==> src/rtl/output_port_demux.sv <==
// Output port demux: buffers packet words and fans them out to the ports named in the IOQ header.
// Define OUTPUT_PORT_DEMUX_DROP_CNT_EN to add the num_pkts_dropped counter output.
module output_port_demux #(
  parameter int DATA_WIDTH = 64,
  parameter int CTRL_WIDTH = DATA_WIDTH / 8,
  parameter int NUM_OUTPUT_QUEUES = 8,
  parameter logic [CTRL_WIDTH-1:0] IO_QUEUE_STAGE_NUM = 'hff,
  parameter int DST_PORT_POS = 0
) (
  input  logic                         clk,
  input  logic                         reset,
  input  logic [DATA_WIDTH-1:0]        in_data,
  input  logic [CTRL_WIDTH-1:0]        in_ctrl,
  input  logic                         in_wr,
  output logic                         in_rdy,
  output logic [DATA_WIDTH-1:0]        out_data,
  output logic [CTRL_WIDTH-1:0]        out_ctrl,
  output logic [NUM_OUTPUT_QUEUES-1:0] out_wr,
  input  logic [NUM_OUTPUT_QUEUES-1:0] out_rdy
`ifdef OUTPUT_PORT_DEMUX_DROP_CNT_EN
  ,
  output logic [31:0]                  num_pkts_dropped
`endif
);

  localparam int W = CTRL_WIDTH + DATA_WIDTH;
  localparam int NQ = NUM_OUTPUT_QUEUES;

  typedef enum logic {HDRS, PAYLOAD} state_t;

  logic [W-1:0] fifo_mem [4];
  logic [1:0] wr_ptr;
  logic [1:0] rd_ptr;
  logic [2:0] count;
  logic fifo_wr;
  logic empty;
  logic full;
  logic rd_en;

  logic [CTRL_WIDTH-1:0] head_ctrl;
  logic [DATA_WIDTH-1:0] head_data;

  state_t state;
  state_t state_next;
  logic sop_q;
  logic is_sop;
  logic eop_rd;
  logic [NQ-1:0] sel_q;
  logic [NQ-1:0] dec_sel;
  logic [NQ-1:0] cur_sel;

  assign empty = (count == 3'd0);
  assign full = (count == 3'd4);
  assign fifo_wr = in_wr && !full;
  assign in_rdy = (count < 3'd3);

  assign head_ctrl = fifo_mem[rd_ptr][W-1 -: CTRL_WIDTH];
  assign head_data = fifo_mem[rd_ptr][DATA_WIDTH-1:0];

  always_comb begin
    dec_sel = '0;
    if (head_ctrl == IO_QUEUE_STAGE_NUM)
      dec_sel = head_data[DST_PORT_POS +: NQ];
    is_sop = (state == HDRS) && sop_q;
    // The SOP word is steered by its own freshly decoded header.
    cur_sel = is_sop ? dec_sel : sel_q;
    rd_en = !empty && ((cur_sel & ~out_rdy) == '0);
    eop_rd = rd_en && (state == PAYLOAD) && (head_ctrl != '0);
  end

  always_comb begin
    state_next = state;
    unique case (state)
      HDRS:
        if (rd_en && head_ctrl == '0)
          state_next = PAYLOAD;
      PAYLOAD:
        if (eop_rd)
          state_next = HDRS;
    endcase
  end

  always_ff @(posedge clk) begin
    if (fifo_wr)
      fifo_mem[wr_ptr] <= {in_ctrl, in_data};
  end

  always_ff @(posedge clk) begin
    if (reset) begin
      wr_ptr <= '0;
      rd_ptr <= '0;
      count <= '0;
      state <= HDRS;
      sop_q <= 1'b1;
      sel_q <= '0;
      out_wr <= '0;
      out_data <= '0;
      out_ctrl <= '0;
    end else begin
      if (fifo_wr)
        wr_ptr <= wr_ptr + 2'd1;
      if (rd_en)
        rd_ptr <= rd_ptr + 2'd1;
      count <= count + {2'b0, fifo_wr} - {2'b0, rd_en};
      state <= state_next;
      out_wr <= rd_en ? cur_sel : '0;
      if (rd_en) begin
        out_data <= head_data;
        out_ctrl <= head_ctrl;
        sel_q <= cur_sel;
        if (eop_rd)
          sop_q <= 1'b1;
        else if (state == HDRS)
          sop_q <= 1'b0;
      end
    end
  end

`ifdef OUTPUT_PORT_DEMUX_DROP_CNT_EN
  always_ff @(posedge clk) begin
    if (reset)
      num_pkts_dropped <= '0;
    else if (rd_en && is_sop && cur_sel == '0 && num_pkts_dropped != 32'hffffffff)
      num_pkts_dropped <= num_pkts_dropped + 32'd1;
  end
`endif

endmodule

==> config.mk <==
export PLATFORM = sky130hd
export DESIGN_NAME = output_port_demux
export DESIGN_NICKNAME = d
export VERILOG_FILES = /design/src/rtl/output_port_demux.sv
export SDC_FILE = /design/constraint.sdc
export NUM_CORES = 1
export LEC_CHECK = 0
export ABC_AREA = 0
export BUFFER_PORTS_ARGS = -buffer_cell sky130_fd_sc_hd__buf_2
export CAP_MARGIN = 10
export CORE_AREA = 5 5 150 188
export DETAILED_ROUTE_END_ITERATION = 10
export DIE_AREA = 0 0 155 193
export PLACE_DENSITY = 0.78
export SLEW_MARGIN = 25
export SYNTH_ARGS = -nofsm -noshare
export SYNTH_HDL_FRONTEND = slang
export SYNTH_SLANG_ARGS = --single-unit
export TNS_END_PERCENT = 5
==> constraint.sdc <==
create_clock -name clk -period 3.9 [get_ports clk]
set_input_delay 0.39 -clock clk [delete_from_list [all_inputs] [get_ports clk]]
set_output_delay 0.39 -clock clk [all_outputs]
set_load 0.03 [all_outputs]
After elaboration in Yosys (flattened, before gate mapping)

Memories as Yosys holds them, arrays and structs flattened. A register that Yosys moved wholly into a read port is not among the register bits.
Index checks and enable logic that the tools add are counted.

Output and inout port bits: 81
RAM bits: 288
Bits in registers: 97
Logic and storage cells: 47
Input bits: 83
Memories: 1

Memories:

| name     | depth | bits a word | read ports | clocked after memory_dff | write ports | line | text |
|---|---|---|---|---|---|---|---|
| fifo_mem | 4     | 72          | 1          | 1                        | 1           | 31   | `logic [W-1:0] fifo_mem [4];` |

Equality and inequality tests: 3
Magnitude comparators: 1
$add $sub $neg: 4
Bitwise logic cells: 4
Reduce and logical (&&, ||, !) cells: 14
Mux-type cells: 11

Operator list:

| operator                                                                     | count |
|---|---|
| 8-bit zero test                                                              | 2 |
| 8-bit two-way mux                                                            | 2 |
| 8-bit AND                                                                    | 1 |
| 8-bit == test, second input constant                                         | 1 |
| 8-bit inverter                                                               | 1 |
| 8-bit nonzero test                                                           | 1 |
| 1-bit logical AND                                                            | 6 |
| 1-bit two-way mux                                                            | 6 |
| 2-bit by 1-bit adder with 2-bit output, second input constant                | 2 |
| 2-bit two-way mux                                                            | 2 |
| 3-bit by 1-bit adder with 3-bit output                                       | 1 |
| 3-bit == test, second input constant                                         | 1 |
| 3-bit zero test                                                              | 1 |
| 3-bit by 2-bit less-than comparator with 1-bit output, second input constant | 1 |
| 3-bit by 1-bit subtractor with 3-bit output                                  | 1 |
| 1-bit zero test                                                              | 2 |
| 2-bit by 1-bit != test with 1-bit output, second input constant              | 1 |
| 1-bit inverter                                                               | 2 |
| 1-bit case mux with 2 select lines                                           | 1 |
| 2-bit AND reduction                                                          | 1 |
| 2-bit OR reduction                                                           | 1 |

Longest topological paths before layout

Depth after elaboration: 10
Depth in mapped cells: 16
Depth with buffers taken out: 13

Worst setup path before layout

Ideal clock, no wire load.

Kind: register to register
Start point: reg with a tool-made name
End point: reg count[2]
Library setup time: 128 ps
Setup slack: 893 ps
Buffers on the path: 2
Data required time: 3772 ps
Data arrival time: 2880 ps
Cell stages (with the launch flop): 16
Clock period less this slack: 3007 ps
Cell sequence: dfxtp_1 > buf_6 > buf_6 > mux4_2 > a22oi_1 > and3_1 > and3_2 > o21ai_2 > inv_1 > ha_1 > inv_1 > ha_1 > inv_1 > fa_1 > xor2_1 > nor2_1

RTL lines:

| element              | line | text |
|---|---|---|
| to (signal assigned) | 104  | `count <= count + {2'b0, fifo_wr} - {2'b0, rd_en};` |
| to (decl)            | 34   | `logic [2:0] count;` |

==> flow_summary.yaml <==
status:
  status: "finished, final reports clean"
cts:
  numCtsBuffers: 37
  clock_sinks: 387
  hold_buffers: 0
  cts_resized: 0
  insertion_delay_ns: 0.52
  clk_pin_slew_ns: 0.06
  clockRootBuffer: "clkbuf_16"
  cts_tree: "yes"
  ctsHtreeMaxLevel: 2
  post_cts_buffers: 0
  clockBufferDepth: 3
placement:
  place_hpwl_um: 19600
  routabilityCongestion: 0.789
  placedCellCount: 1343
  io_buffers: 163
power_and_ir_drop:
  combPwrFrac: 0.327
  intPower_uw: 8750
  p_clk_frac: 0.256
  p_per_area_nw_per_um2: 777
  p_seq_frac: 0.417
  p_switching_uw: 4670
  switching_share: 0.348
  leakage_uw: 0.00585
  vdd_drop_max_mv: 0.509
setup_path:
  worstPathCellList: "mux4_2 -> nand4_1 -> or3_4 -> buf_4 -> nand3_4 -> buf_4 -> o211ai_1 -> a21oi_1"
  slowest_stage: "buf_4"
  worstPathRequired_ns: 4.27
  crit_type: "register to register"
  rr_worst_depth: 8
  cp-start-kind: "register"
  arrival_ns: 3.80
  worst-path-buf-inv: 2
  cp_max_fo: 76
  endpoint_kind: "register"
  cp.depth: 8
  cp_top_family: "buffers and inverters"
  crit_top_cell: "buf_4"
  slowest_delay_ns: 0.76
sta:
  hold_violations: 0
  fin_crit_ns: 3.43
  relSlewSlack: 0.326
  clock_skew_ns: 0.0157
  rsz0062_at_grt: "false"
  drv_slew: 0
  fin_crit_sh: 0.878
  setup_viol: 0
  worst_pin_slew_ns: 1.01
  fmax_ghz: 0.292
  fin_tns_setup_ns: 0
synthesis:
  synth_area_per_cell_um2: 16.8
  synth_cells: 891
  synthesis.area_um2: 14900
  synth_warnings: 0
  synth_ff_type: "edfxtp_1"
  synth-seq-cells: 387
  ys_seq_area_frac: 0.712
  synth_cell_types: 44
  synth_nets: 982
  async_flop_share: 0
  synth_edf_count: 288
finish:
  fillerInstances: 1877
  areaGrowthSynthToFinish_pct: 15.7
  layout_commonest_cell: "edfxtp_1"
  layout-drive-gt1-share: 0.305
  final_cell_mix: "edfxtp_1, buf_2, o211ai_1"
  multiInputGateArea_um2: 3880
  fin_cells: 1420
  regArea_um2: 10600
  layout.nets: 1128
global_route:
  antenna_found_initial: 10
  grt_max_degree: 77
  grt_pass1_wl_um: 51200
  overflow: 0
  track_usage: 0.220
  grt_pass1_vias: 9000
floorplanning:
  initial_utilization: 0.566
  core_um2: 26400
  die_width_um: 155
  io_pins: 164
  dieArea_um2: 29900
  die_h_um: 193
  placementRows: 67
flow_run:
  max-cap-violations: 0
drt:
  wl_um: 33100
  firstDrtPassIters: 5
  viasPerCell: 6.24
  detail_route.wl_per_cell_um: 23.3
  final_antenna_net_count: 0
  drcViolationCount: 0
  vias: 8859
  drt_first_iter_violations: 790
hold_path:
  hp-start: "in_data[15]"
  hold-path-cell-count: 1
  holdCritPathClass: "input pin to register"
-- registers in the layout, indices dropped and copies added (netlist names), 2 cells and up, named ones only --
signal / count
out_wr: 8
rd_ptr: 2
out_ctrl: 8
out_data: 64
fifo_mem: 288
sel_q: 8
wr_ptr: 2
count: 3
-- synthesized netlist by cell type, drive strengths merged (2+ instances only) --
cell	n	area (µm²)
a211oi	4	30.0
a21oi	78	390
a22oi	10	75.1
a32o	8	80.1
and2	5	31.3
and3	2	13.8
buf	31	220
clkbuf	47	176
dfxtp	99	1980
edfxtp	288	8650
ha	7	87.6
inv	21	78.8
mux2	4	45.0
mux2i	9	90.1
mux4	67	1510
nand2	16	60.1
nand3	4	25.0
nor2	8	30.0
nor2b	3	18.8
nor3	6	30.0
nor4	3	33.8
o211ai	148	1110
o21ai	8	43.8
o22ai	2	12.5
-- layout make-up --
cell class,instances,share of cell area
Timing Repair Buffer,185,0.0605
Inverter,21,0.00456
Tap cell,345,0.0250
Antenna cell,9,0.00130
Multi-Input combinational cell,405,0.225
Sequential cell,387,0.616
Clock buffer,56,0.0631
Clock inverter,12,0.00514
-- final timing paths --
| check | to | slack [ns] |
|---|---|---|
| worst max-delay path | out_data[10] | 0.47 |
| worst max register to register | out_data[10] | 0.47 |
| worst min register to register | out_data[42] | 0.49 |
| worst min-delay path | fifo_mem[1][15] | 0.08 |
-- layer usage --
| layer | track usage | routed length [µm] | up-vias | share of wire |
|---|---|---|---|---|
| li1 | - | - | 3925 | - |
| met1 | 0.278 | 12400 | 4424 | 0.37 |
| met2 | 0.365 | 17000 | 420 | 0.51 |
| met3 | 0.0480 | 2570 | 82 | 0.078 |
| met4 | 0.107 | 1130 | 8 | 0.034 |
| met5 | 0 | 52 | - | 0.0016 |
-- logic make-up (layout without fill, tap and decap cells) --
group,count (synthesis),count (layout),share of synthesized area
buf+inv,99,274,0.0318
fa+ha+maj,8,8,0.00720
mux,80,80,0.110
compound gates,264,264,0.120
other cells,0,9,0
simple gates,51,51,0.0179
flops,387,387,0.712
xor+xnor,2,2,0.00117
-- worst register-to-register path, stage by stage (launching register included) --
cell	delay, ns
dfxtp_4	0.65
mux4_2	0.62
nand4_1	0.15
or3_4	0.14
buf_4	0.76
nand3_4	0.33
buf_4	0.35
o211ai_1	0.17
a21oi_1	0.10
-- metrics by stage --
stage          hold slack [ns]  setup slack (ns)  total power, µW   util  area (µm²)
3_3_place_gp             0.471             0.554             9990  0.609       16100
5_1_grt                 0.0706             0.309            14100  0.654       17300
3_5_place_dp             0.478             0.505            10100  0.609       16100
6_report                0.0843             0.474            13400  0.654       17300
4_1_cts                 0.0643             0.489            13500  0.653       17300
2_1_floorplan            0.457             0.893             8790      -       14900
-- power by group through the flow --
stage | Combinational (µW) | Clock (µW) | Sequential [µW]
2_1_floorplan | 2650 | 0 | 6130
3_3_place_gp | 4330 | 0 | 5650
3_5_place_dp | 4390 | 0 | 5690
4_1_cts | 4410 | 3500 | 5610
5_1_grt | 4720 | 3690 | 5660
6_report | 4380 | 3440 | 5600
(Power assumes the default switching activity.)
